### src/rtl/combi_pkg.sv
// Shared types and encodings for the dual-ISA (RISC-V / ARM) decode stage.
package combi_pkg;

    typedef enum logic {ISA_RV = 1'b0, ISA_ARM = 1'b1} isa_e;
    typedef enum logic {MODE_RV = 1'b0, MODE_ARM = 1'b1} mode_e;

    localparam logic [3:0] ALU_ADD = 4'd0;
    localparam logic [3:0] ALU_SUB = 4'd1;
    localparam logic [3:0] ALU_AND = 4'd2;
    localparam logic [3:0] ALU_OR  = 4'd3;
    localparam logic [3:0] ALU_SLT = 4'd4;

    localparam logic [6:0] OP_LOAD   = 7'b0000011;
    localparam logic [6:0] OP_STORE  = 7'b0100011;
    localparam logic [6:0] OP_R      = 7'b0110011;
    localparam logic [6:0] OP_IMM    = 7'b0010011;
    localparam logic [6:0] OP_BRANCH = 7'b1100011;
    localparam logic [6:0] OP_JAL    = 7'b1101111;

    // ARM data-processing cmd field (instr[24:21])
    localparam logic [3:0] ARM_AND = 4'b0000;
    localparam logic [3:0] ARM_SUB = 4'b0010;
    localparam logic [3:0] ARM_ADD = 4'b0100;
    localparam logic [3:0] ARM_ORR = 4'b1100;

    typedef struct packed {
        logic       RegWrite;
        logic       MemWrite;
        logic [3:0] ALUControl;
        logic       Branch;
        logic       ALUSrc;
        logic [2:0] ImmSrc;
        logic       PCSrc;
        logic [1:0] FlagWrite;
        logic [1:0] RegSrc;
        logic [1:0] ResultSrc;
        logic       PCRes;
        logic       Jump;
    } ctrl_t;

endpackage

### src/rtl/combi_ctrl_lut.sv
// Combinational dual decoder: builds both the RISC-V and ARM control bundles
// for one instruction along with each ISA's legality flag.
module combi_ctrl_lut
    import combi_pkg::*;
(
    input  logic [31:0] instr,
    output ctrl_t       rv_ctrl,
    output ctrl_t       arm_ctrl,
    output logic        rv_ok,
    output logic        arm_ok
);

    logic [6:0] opc;
    logic [2:0] f3;
    logic [6:0] f7;
    logic       alu_ok;
    logic [3:0] alu_sel;
    logic [1:0] arm_op;
    logic [3:0] arm_cmd;
    logic       arm_s;
    logic       arm_rd_pc;

    assign opc       = instr[6:0];
    assign f3        = instr[14:12];
    assign f7        = instr[31:25];
    assign arm_op    = instr[27:26];
    assign arm_cmd   = instr[24:21];
    assign arm_s     = instr[20];
    assign arm_rd_pc = (instr[15:12] == 4'hF);

    // funct3 decode is shared by R and I formats; only R checks funct7
    always_comb begin
        alu_ok  = 1'b1;
        alu_sel = ALU_ADD;
        case (f3)
            3'b000:  alu_sel = (opc == OP_R && f7 == 7'b0100000) ? ALU_SUB : ALU_ADD;
            3'b010:  alu_sel = ALU_SLT;
            3'b110:  alu_sel = ALU_OR;
            3'b111:  alu_sel = ALU_AND;
            default: alu_ok  = 1'b0;
        endcase
        if (opc == OP_R && !(f7 == 7'b0000000 || (f7 == 7'b0100000 && f3 == 3'b000)))
            alu_ok = 1'b0;
    end

    always_comb begin
        rv_ctrl = '0;
        rv_ok   = 1'b0;
        case (opc)
            OP_LOAD: begin
                rv_ok              = 1'b1;
                rv_ctrl.RegWrite   = 1'b1;
                rv_ctrl.ALUSrc     = 1'b1;
                rv_ctrl.ResultSrc  = 2'b01;
                rv_ctrl.ALUControl = ALU_ADD;
            end
            OP_STORE: begin
                rv_ok              = 1'b1;
                rv_ctrl.MemWrite   = 1'b1;
                rv_ctrl.ALUSrc     = 1'b1;
                rv_ctrl.ImmSrc     = 3'b001;
                rv_ctrl.ALUControl = ALU_ADD;
            end
            OP_R: begin
                rv_ok              = alu_ok;
                rv_ctrl.RegWrite   = 1'b1;
                rv_ctrl.ALUControl = alu_sel;
            end
            OP_IMM: begin
                rv_ok              = alu_ok;
                rv_ctrl.RegWrite   = 1'b1;
                rv_ctrl.ALUSrc     = 1'b1;
                rv_ctrl.ALUControl = alu_sel;
            end
            OP_BRANCH: begin
                rv_ok              = 1'b1;
                rv_ctrl.Branch     = 1'b1;
                rv_ctrl.ImmSrc     = 3'b010;
                rv_ctrl.ALUControl = ALU_SUB;
            end
            OP_JAL: begin
                rv_ok              = 1'b1;
                rv_ctrl.RegWrite   = 1'b1;
                rv_ctrl.ImmSrc     = 3'b011;
                rv_ctrl.ResultSrc  = 2'b10;
                rv_ctrl.Jump       = 1'b1;
                rv_ctrl.PCRes      = 1'b1;
                rv_ctrl.ALUControl = ALU_ADD;
            end
            default: ;
        endcase
    end

    always_comb begin
        arm_ctrl = '0;
        arm_ok   = 1'b0;
        case (arm_op)
            2'b00: begin
                arm_ok = 1'b1;
                case (arm_cmd)
                    ARM_ADD: arm_ctrl.ALUControl = ALU_ADD;
                    ARM_SUB: arm_ctrl.ALUControl = ALU_SUB;
                    ARM_AND: arm_ctrl.ALUControl = ALU_AND;
                    ARM_ORR: arm_ctrl.ALUControl = ALU_OR;
                    default: arm_ok = 1'b0;
                endcase
                arm_ctrl.RegWrite  = 1'b1;
                arm_ctrl.ALUSrc    = instr[25];
                // C/V flags only make sense for arithmetic ops
                arm_ctrl.FlagWrite = {arm_s, arm_s & (arm_cmd == ARM_ADD || arm_cmd == ARM_SUB)};
                arm_ctrl.PCSrc     = arm_rd_pc;
            end
            2'b01: begin
                arm_ok              = 1'b1;
                arm_ctrl.ALUSrc     = 1'b1;
                arm_ctrl.ImmSrc     = 3'b001;
                arm_ctrl.ALUControl = ALU_ADD;
                if (instr[20]) begin
                    arm_ctrl.RegWrite  = 1'b1;
                    arm_ctrl.ResultSrc = 2'b01;
                    arm_ctrl.PCSrc     = arm_rd_pc;
                end else begin
                    arm_ctrl.MemWrite  = 1'b1;
                    arm_ctrl.RegSrc    = 2'b10;
                end
            end
            2'b10: begin
                arm_ok              = 1'b1;
                arm_ctrl.Branch     = 1'b1;
                arm_ctrl.ALUSrc     = 1'b1;
                arm_ctrl.ImmSrc     = 3'b010;
                arm_ctrl.RegSrc     = 2'b01;
                arm_ctrl.ALUControl = ALU_ADD;
            end
            default: ;
        endcase
    end

endmodule

### src/rtl/combi_decode_stage.sv
// Dual-ISA decode stage: one-deep skid-free pipeline register, sticky ISA mode
// with switch hysteresis, and a saturating illegal-instruction counter.
module combi_decode_stage
    import combi_pkg::*;
#(
    parameter int HYST_DEPTH = 2,
    parameter bit INIT_ARM   = 1'b0,
    parameter int ILL_CNT_W  = 8
) (
    input  logic                 clk,
    input  logic                 reset_n,
    input  logic [31:0]          instrF,
    input  logic                 in_valid,
    output logic                 in_ready,
    output logic                 out_valid,
    input  logic                 out_ready,
    input  logic                 flushD,
    output ctrl_t                ctrlD,
    output logic                 armD,
    output logic                 illegalD,
    output logic                 mode_arm,
    output logic [ILL_CNT_W-1:0] ill_count
);

    localparam mode_e      MODE_INIT = INIT_ARM ? MODE_ARM : MODE_RV;
    localparam logic [3:0] SW_LAST   = 4'(HYST_DEPTH - 1);

    ctrl_t rv_ctrl, arm_ctrl, dec_ctrl;
    logic  rv_ok, arm_ok;
    logic  single_rv, single_arm, ill;
    logic  foreign, native;
    logic  fire;
    isa_e  dec_isa;
    mode_e state_q, state_d;
    logic [3:0] sw_cnt, sw_cnt_d;

    combi_ctrl_lut u_lut (
        .instr    (instrF),
        .rv_ctrl  (rv_ctrl),
        .arm_ctrl (arm_ctrl),
        .rv_ok    (rv_ok),
        .arm_ok   (arm_ok)
    );

    assign in_ready   = !out_valid || out_ready;
    assign fire       = in_valid && in_ready && !flushD;
    assign single_rv  = rv_ok && !arm_ok;
    assign single_arm = arm_ok && !rv_ok;
    assign ill        = !rv_ok && !arm_ok;
    assign foreign    = (state_q == MODE_RV) ? single_arm : single_rv;
    assign native     = (state_q == MODE_RV) ? single_rv  : single_arm;

    // Ambiguous encodings follow the sticky mode as it stands before this beat
    always_comb begin
        if (single_arm)     dec_isa = ISA_ARM;
        else if (single_rv) dec_isa = ISA_RV;
        else                dec_isa = mode_arm ? ISA_ARM : ISA_RV;
        if (ill)                     dec_ctrl = '0;
        else if (dec_isa == ISA_ARM) dec_ctrl = arm_ctrl;
        else                         dec_ctrl = rv_ctrl;
    end

    always_ff @(posedge clk or negedge reset_n) begin
        if (!reset_n) begin
            state_q <= MODE_INIT;
            sw_cnt  <= '0;
        end else begin
            state_q <= state_d;
            sw_cnt  <= sw_cnt_d;
        end
    end

    always_comb begin
        state_d  = state_q;
        sw_cnt_d = sw_cnt;
        if (fire) begin
            if (foreign) begin
                if (sw_cnt >= SW_LAST) begin
                    state_d  = (state_q == MODE_RV) ? MODE_ARM : MODE_RV;
                    sw_cnt_d = '0;
                end else begin
                    sw_cnt_d = sw_cnt + 4'd1;
                end
            end else if (native || ill) begin
                sw_cnt_d = '0;
            end
        end
    end

    always_comb begin
        mode_arm = (state_q == MODE_ARM);
    end

    always_ff @(posedge clk or negedge reset_n) begin
        if (!reset_n) begin
            out_valid <= 1'b0;
            ctrlD     <= '0;
            armD      <= INIT_ARM;
            illegalD  <= 1'b0;
            ill_count <= '0;
        end else begin
            if (flushD)        out_valid <= 1'b0;
            else if (in_ready) out_valid <= in_valid;
            if (fire) begin
                ctrlD    <= dec_ctrl;
                armD     <= (dec_isa == ISA_ARM) && !ill;
                illegalD <= ill;
                if (ill && ill_count != '1)
                    ill_count <= ill_count + 1'b1;
            end
        end
    end

endmodule

### config.mk
export PLATFORM = sky130hd
export DESIGN_NAME = combi_decode_stage
export DESIGN_NICKNAME = d
export VERILOG_FILES = /design/src/rtl/combi_pkg.sv /design/src/rtl/combi_ctrl_lut.sv /design/src/rtl/combi_decode_stage.sv
export SDC_FILE = /design/constraint.sdc
export NUM_CORES = 1
export LEC_CHECK = 0
export CELL_PAD_IN_SITES_DETAIL_PLACEMENT = 1
export CELL_PAD_IN_SITES_GLOBAL_PLACEMENT = 2
export CORE_UTILIZATION = 28
export DETAILED_ROUTE_END_ITERATION = 10
export MAX_ROUTING_LAYER = met4
export PLACE_DENSITY = 0.94
export SYNTH_ARGS = -nofsm -noshare
export SYNTH_HDL_FRONTEND = slang
export SYNTH_SLANG_ARGS = --single-unit
### constraint.sdc
create_clock -name clk -period 4.05 [get_ports clk]
set_input_delay 0.405 -clock clk [delete_from_list [all_inputs] [get_ports clk]]
set_output_delay 0.405 -clock clk [all_outputs]
set_load 0.005 [all_outputs]
==> results of run 1 <==
[sequential cells by signal, indices dropped and copies added, names as in the netlist]
| name | count |
|---|---|
| armD | 1 |
| mode_arm | 1 |
| ill_count | 8 |
| sw_cnt | 4 |
| illegalD | 1 |
| ctrlD | 16 |
| out_valid | 1 |
[logic make-up (layout without fill, tap and decap cells)]
kind of cell               after synthesis  in the layout  synth area share
xor gates and xnor gates                 8              8            0.0363
adders and majority gates                9              9            0.0590
other                                    1              2           0.00194
AOI/OAI and AO/OA                       45             45             0.182
DFF                                     32             32             0.415
muxes                                    6              6            0.0357
and+or+nand+nor                         87             87             0.233
buffers and inverters                   15             75            0.0370
[power by group through the flow]
stage / logic (mW) / registers [mW] / clock network, mW
after floorplan: 0.150 / 0.413 / 0
after global placement: 0.296 / 0.425 / 0
after detailed placement: 0.306 / 0.427 / 0
after CTS: 0.307 / 0.422 / 0.267
after global routing: 0.333 / 0.429 / 0.278
final: 0.301 / 0.421 / 0.256
[layout make-up]
class	instances	area [µm²]	share of cell area
clock buffers	6	82.6	0.0309
clock inverters	2	10.0	0.00374
inverters	6	22.5	0.00842
multi-input cells	157	1060	0.396
flip-flops and latches	32	801	0.299
well taps	77	96.3	0.0360
repair buffers	61	603	0.225
[stage by stage]
stage                util  power [mW]  area (µm²)  hold WS [ns]  std cells
floorplan               -       0.562        1930         0.109        204
global placement    0.398       0.720        2580         0.463        333
detailed placement  0.398       0.733        2580         0.468        333
CTS                 0.412       0.996        2680         0.490        341
global route        0.412        1.04        2680         0.518        341
finish              0.412       0.978        2680         0.480        341
[path summary, 6_finish.rpt]
path	startpoint	to	slack, ns	cells after the start
worst max-delay path	instrF[26]	ctrlD[15]	1.56	7
worst min-delay path	ctrlD[4]	ctrlD[4]	0.48	2
worst max register to register	out_valid	ill_count[1]	2.01	6
worst min register to register	ctrlD[4]	ctrlD[4]	0.48	2
max in group asynchronous	reset_n	sw_cnt[1]	3.21	2
min in group asynchronous	reset_n	ill_count[2]	0.53	2
[layout by cell type, fill, tap and decap left out, drive strengths merged, types with 6 or more instances in the layout]
cell	instances
clkdlybuf4s50	58
nand2	38
dfrtp	32
o21ai	14
nor2	12
ha	8
xnor2	7
inv	6
nand4	6
clkbuf	6
o31ai	6
[worst max-delay path: stages]
cell,delay [ns]
clkdlybuf4s50_1,0.47
or4_4,0.58
o21ai_4,0.18
a32oi_4,0.19
maj3_4,0.45
mux2_4,0.32
o21ai_2,0.10
[layer usage]
metal	vias up	global-route usage	routed length, µm
met5	-	-	0
met1	820	0.195	2350
met4	0	0.0416	57
met2	52	0.255	2390
met3	7	0.0311	224
li1	839	-	-
==> metrics, run 1 <==
Core Box Area=6490 µm²; PostCTS Resize Cnt=0; cell taking the most area after synthesis=dfrtp_1; Synth Instances=203; EDFF count, synth=0; top cells by count, synth=38 x nand2_1, 32 x dfrtp_1, 12 x nor2_1; top cells by area, synth=dfrtp_1 42%, nand2_1 7.4%, ha_1 5.2%; Layout Skew=0.0127 ns; clk slew on worst S/H paths=0.07 ns; Post-route DRC=0; Crit Path Max Fanout=10; RSZ-0062 raised after global routing=false; final setup violation count=0; clock sinks=32; Worst Setup Path Type=in2reg; clock root cell=clkbuf_8; port bufs=58; Tightest Pin Transition=0.715 ns; DIE WIDTH=85.0 µm; clock latency at the later pin of the worst-skew pair=0.29 ns; final hold vios=0; Yosys top cell area share=0.415; peak supply drop=106 µV; Clock Power Share=0.262; Yosys cell types=52; DR vias/cell=5.04; 1st-pass router iterations=4; GRT overflow=0; DR vias=1,718; Sum Neg Setup Slack=0 ns; RePlAce Congestion=0.778; total CTS buffers=5; die footprint=7230 µm²; CP endpoint kind=register; Leakage=1.09 nW; largest net degree at the start of global routing=33; Max Cap Viol=0; layout cell share with drive strength beyond 1=0.0947; area grow syn2layout=38.7%; vias in the first global route=1,813; initial antenna violation count=0; Yosys reg bits=32; Detail Route Antenna Nets=0; Fillers=744; Max Transition Viols Final=0; fin nets=308; Psw=0.304 mW; Routed wire per std cell=14.7 µm; Ant. Diodes=0; top-count cell post-synth=nand2_1; Worst Path Arrival=2.71 ns; Hold Buf Count CTS=0; Die Y=85.0 µm; Comb pwr share=0.308; Period minus WS final=2.49 ns; CTS Buffer Depth=2; H-Tree Depth=2; crit share post-route=0.616; Total GRT Usage=0.155; initial core utilization=0.297; DRT iter0 DRCs=65; Sw Ratio=0.311; Post-Synthesis Cell Area=1930 µm²; CTS tree=yes; Seq pwr share=0.430; Pint=0.674 mW; status=finished, final reports clean; Core Rows=29; Worst Hold Class=reg2reg; Max Fclk=401 MHz; synth warn=0; Detail Placement HPWL=3.97 mm; Slew headroom=0.519; drt total wl=5.02 mm; FFs w/ async S/R, synth=1.00; Post-synth top flop=dfrtp_1; pwr dens=366 nW/µm²; crit start category=input port; global-route wire length before repair=8.60 mm; CP Data Required Time=4.27 ns; syn avg cell area=9.50 µm²; Post-CTS Setup Bufs=0; Seq/Total Area, Yosys=0.415; Ports=70; dpl ws=1.25 ns; final setup margin=1.56 ns
Power figures use the tool's default switching activity.
==> run 2: changes to the inputs <==
--- a/config.mk
+++ b/config.mk
@@ -7,10 +7,10 @@
 export LEC_CHECK = 0
 export CELL_PAD_IN_SITES_DETAIL_PLACEMENT = 1
 export CELL_PAD_IN_SITES_GLOBAL_PLACEMENT = 2
-export CORE_UTILIZATION = 28
+export CORE_UTILIZATION = 23
 export DETAILED_ROUTE_END_ITERATION = 10
 export MAX_ROUTING_LAYER = met4
-export PLACE_DENSITY = 0.94
+export PLACE_DENSITY = 0.84
 export SYNTH_ARGS = -nofsm -noshare
 export SYNTH_HDL_FRONTEND = slang
 export SYNTH_SLANG_ARGS = --single-unit
==> constraint.sdc (replaced) <==
create_clock -name clk -period 2.2 [get_ports clk]
set_input_delay 0.22 -clock clk [delete_from_list [all_inputs] [get_ports clk]]
set_output_delay 0.22 -clock clk [all_outputs]
set_load 0.005 [all_outputs]
==> run 2 against run 1 <==
Effect of this change:
- core utilization is 4.5 points lower
- register-to-register slack worse by 1.7 ns
- first-iteration DRC count is 1.5% higher
- clock power is 120% higher
==> metrics, run 2 (synthesis results as in run 1) <==
Pwr Total=1.95 mW; clock root cell=clkbuf_8; RSZ-0062 raised after global routing=false; commonest non-fill, non-tap cell in the layout=clkdlybuf4s50_1; Fin Hold WS=0.346 ns; Die Y=93.6 µm; Sum Neg Setup Slack=0 ns; DR vias/cell=4.56; Detail Placement HPWL=4.53 mm; fin cells=402; DP Area=2870 µm²; largest net degree at the start of global routing=33; final setup margin=0.142 ns; FF-to-FF path depth=5; Seq pwr share=0.398; Post-Place Cells=394; Worst Path Arrival=2.28 ns; Worst Hold Class=in2async; most frequent cells in the layout=55 x clkdlybuf4s50_1, 38 x nand2_1, 36 x buf_4, 32 x dfrtp_1, 12 x nor2_1; Leakage=1.28 nW; status=finished, final reports clean; pwr dens=650 nW/µm²; port bufs=58; crit start category=input port; Layout Skew=0.00813 ns; CTS Buffer Depth=2; final hold vios=0; crit share post-route=0.936; R2R setup slack=0.28 ns; 1st-pass router iterations=4; Routed wire per std cell=13.9 µm; global-route wire length before repair=9.04 mm; DR vias=1,834; Detail Route Antenna Nets=0; initial antenna violation count=0; Total GRT Usage=0.138; Worst Setup Path Type=in2reg; Biggest register=ctrlD; CP Launch Point=instrF[26]; max reg flops=16; total CTS buffers=5; Max Fclk=486 MHz; fin nets=341; Sw Ratio=0.298; Clock Power Share=0.286; final core utilization=0.367; die footprint=8760 µm²; GRT overflow=0; Max Transition Viols Final=0; CP endpoint kind=register; Core Rows=33; r2r startpoint=sw_cnt[1]; area grow syn2layout=55.6%; vias in the first global route=1,841; layout cell share with drive strength beyond 1=0.202; RePlAce Congestion=0.775; Crit Path Max Fanout=10; Core Box Area=8180 µm²; final setup violation count=0; Max Cap Viol=0; initial core utilization=0.236; Fillers=964; Final Cell Area=3000 µm²; Psw=0.581 mW; CTS tree=yes; clk slew on worst S/H paths=0.07 ns; clock latency at the later pin of the worst-skew pair=0.28 ns; biggest regs=ctrlD (16), ill_count (8), sw_cnt (4); Pint=1.37 mW; peak supply drop=237 µV; H-Tree Depth=2; dpl ws=-0.356 ns; Ports=70; DRT iter0 DRCs=66; drt total wl=5.60 mm; Post-route DRC=0; CP Data Required Time=2.42 ns; Period minus WS final=2.06 ns; clock sinks=32; Critical R2R Capture=sw_cnt[0]; Ant. Diodes=0; Comb pwr share=0.316; DIE WIDTH=93.6 µm
## run 2: changes by cell type in the layout (fill, tap and decap cells not counted), sizes merged
cell           before  now
clkinv              2    1
dlymetal6s2s        0    3
buf                 3   36
bufinv              0    1
clkdlybuf4s50      58   55
## run 2: power by group through the flow
stage	Sequential [mW]	Clock, mW	Combinational (mW)
floorplan	0.760	0	0.275
global placement	0.782	0	0.600
detailed placement	0.789	0	0.620
CTS	0.778	0.570	0.625
global route	0.796	0.598	0.677
finish	0.777	0.558	0.616
## run 2: worst max-delay path by stage
stage / depth (start not counted) / slack [ns] / end
floorplan: 6 / 0.23 / ctrlD[15]
global placement: 8 / -0.22 / sw_cnt[0]
detailed placement: 8 / -0.36 / sw_cnt[0]
CTS: 7 / 0.02 / ctrlD[14]
global route: 10 / 0.02 / ctrlD[15]
finish: 10 / 0.14 / ctrlD[15]
## run 2: repair_timing
action,CTS,global route
setup buffers,0,0
endpoints found under the setup margin,3,5
pin swaps,0,5
resized for setup,1,7
hold buffers,0,0
## run 2: final cells by class
class / count / area [µm²] / share of cell area
Multi-Input combinational cell: 157 / 1080 / 0.360
Sequential cell: 32 / 801 / 0.267
Inverter: 6 / 22.5 / 0.00750
Tap cell: 105 / 131 / 0.0438
Clock inverter: 2 / 35.0 / 0.0117
Clock buffer: 6 / 72.6 / 0.0242
Timing Repair Buffer: 94 / 858 / 0.286
## run 2: worst max-delay path, cell delays in order
cell             delay, ns
clkdlybuf4s50_1       0.48
buf_4                 0.12
inv_1                 0.05
ha_1                  0.30
nand2b_1              0.09
buf_4                 0.12
o31ai_4               0.07
maj3_4                0.40
mux2_4                0.32
o21ai_2               0.10
## run 2: layer usage
layer,vias to the layer above,track usage,wire length (µm),part of all wire
met5,-,-,0,0
met4,0,0.0308,53,0.0095
met3,5,0.0268,192,0.034
met2,46,0.240,2870,0.51
met1,872,0.164,2480,0.44
li1,911,-,-,-
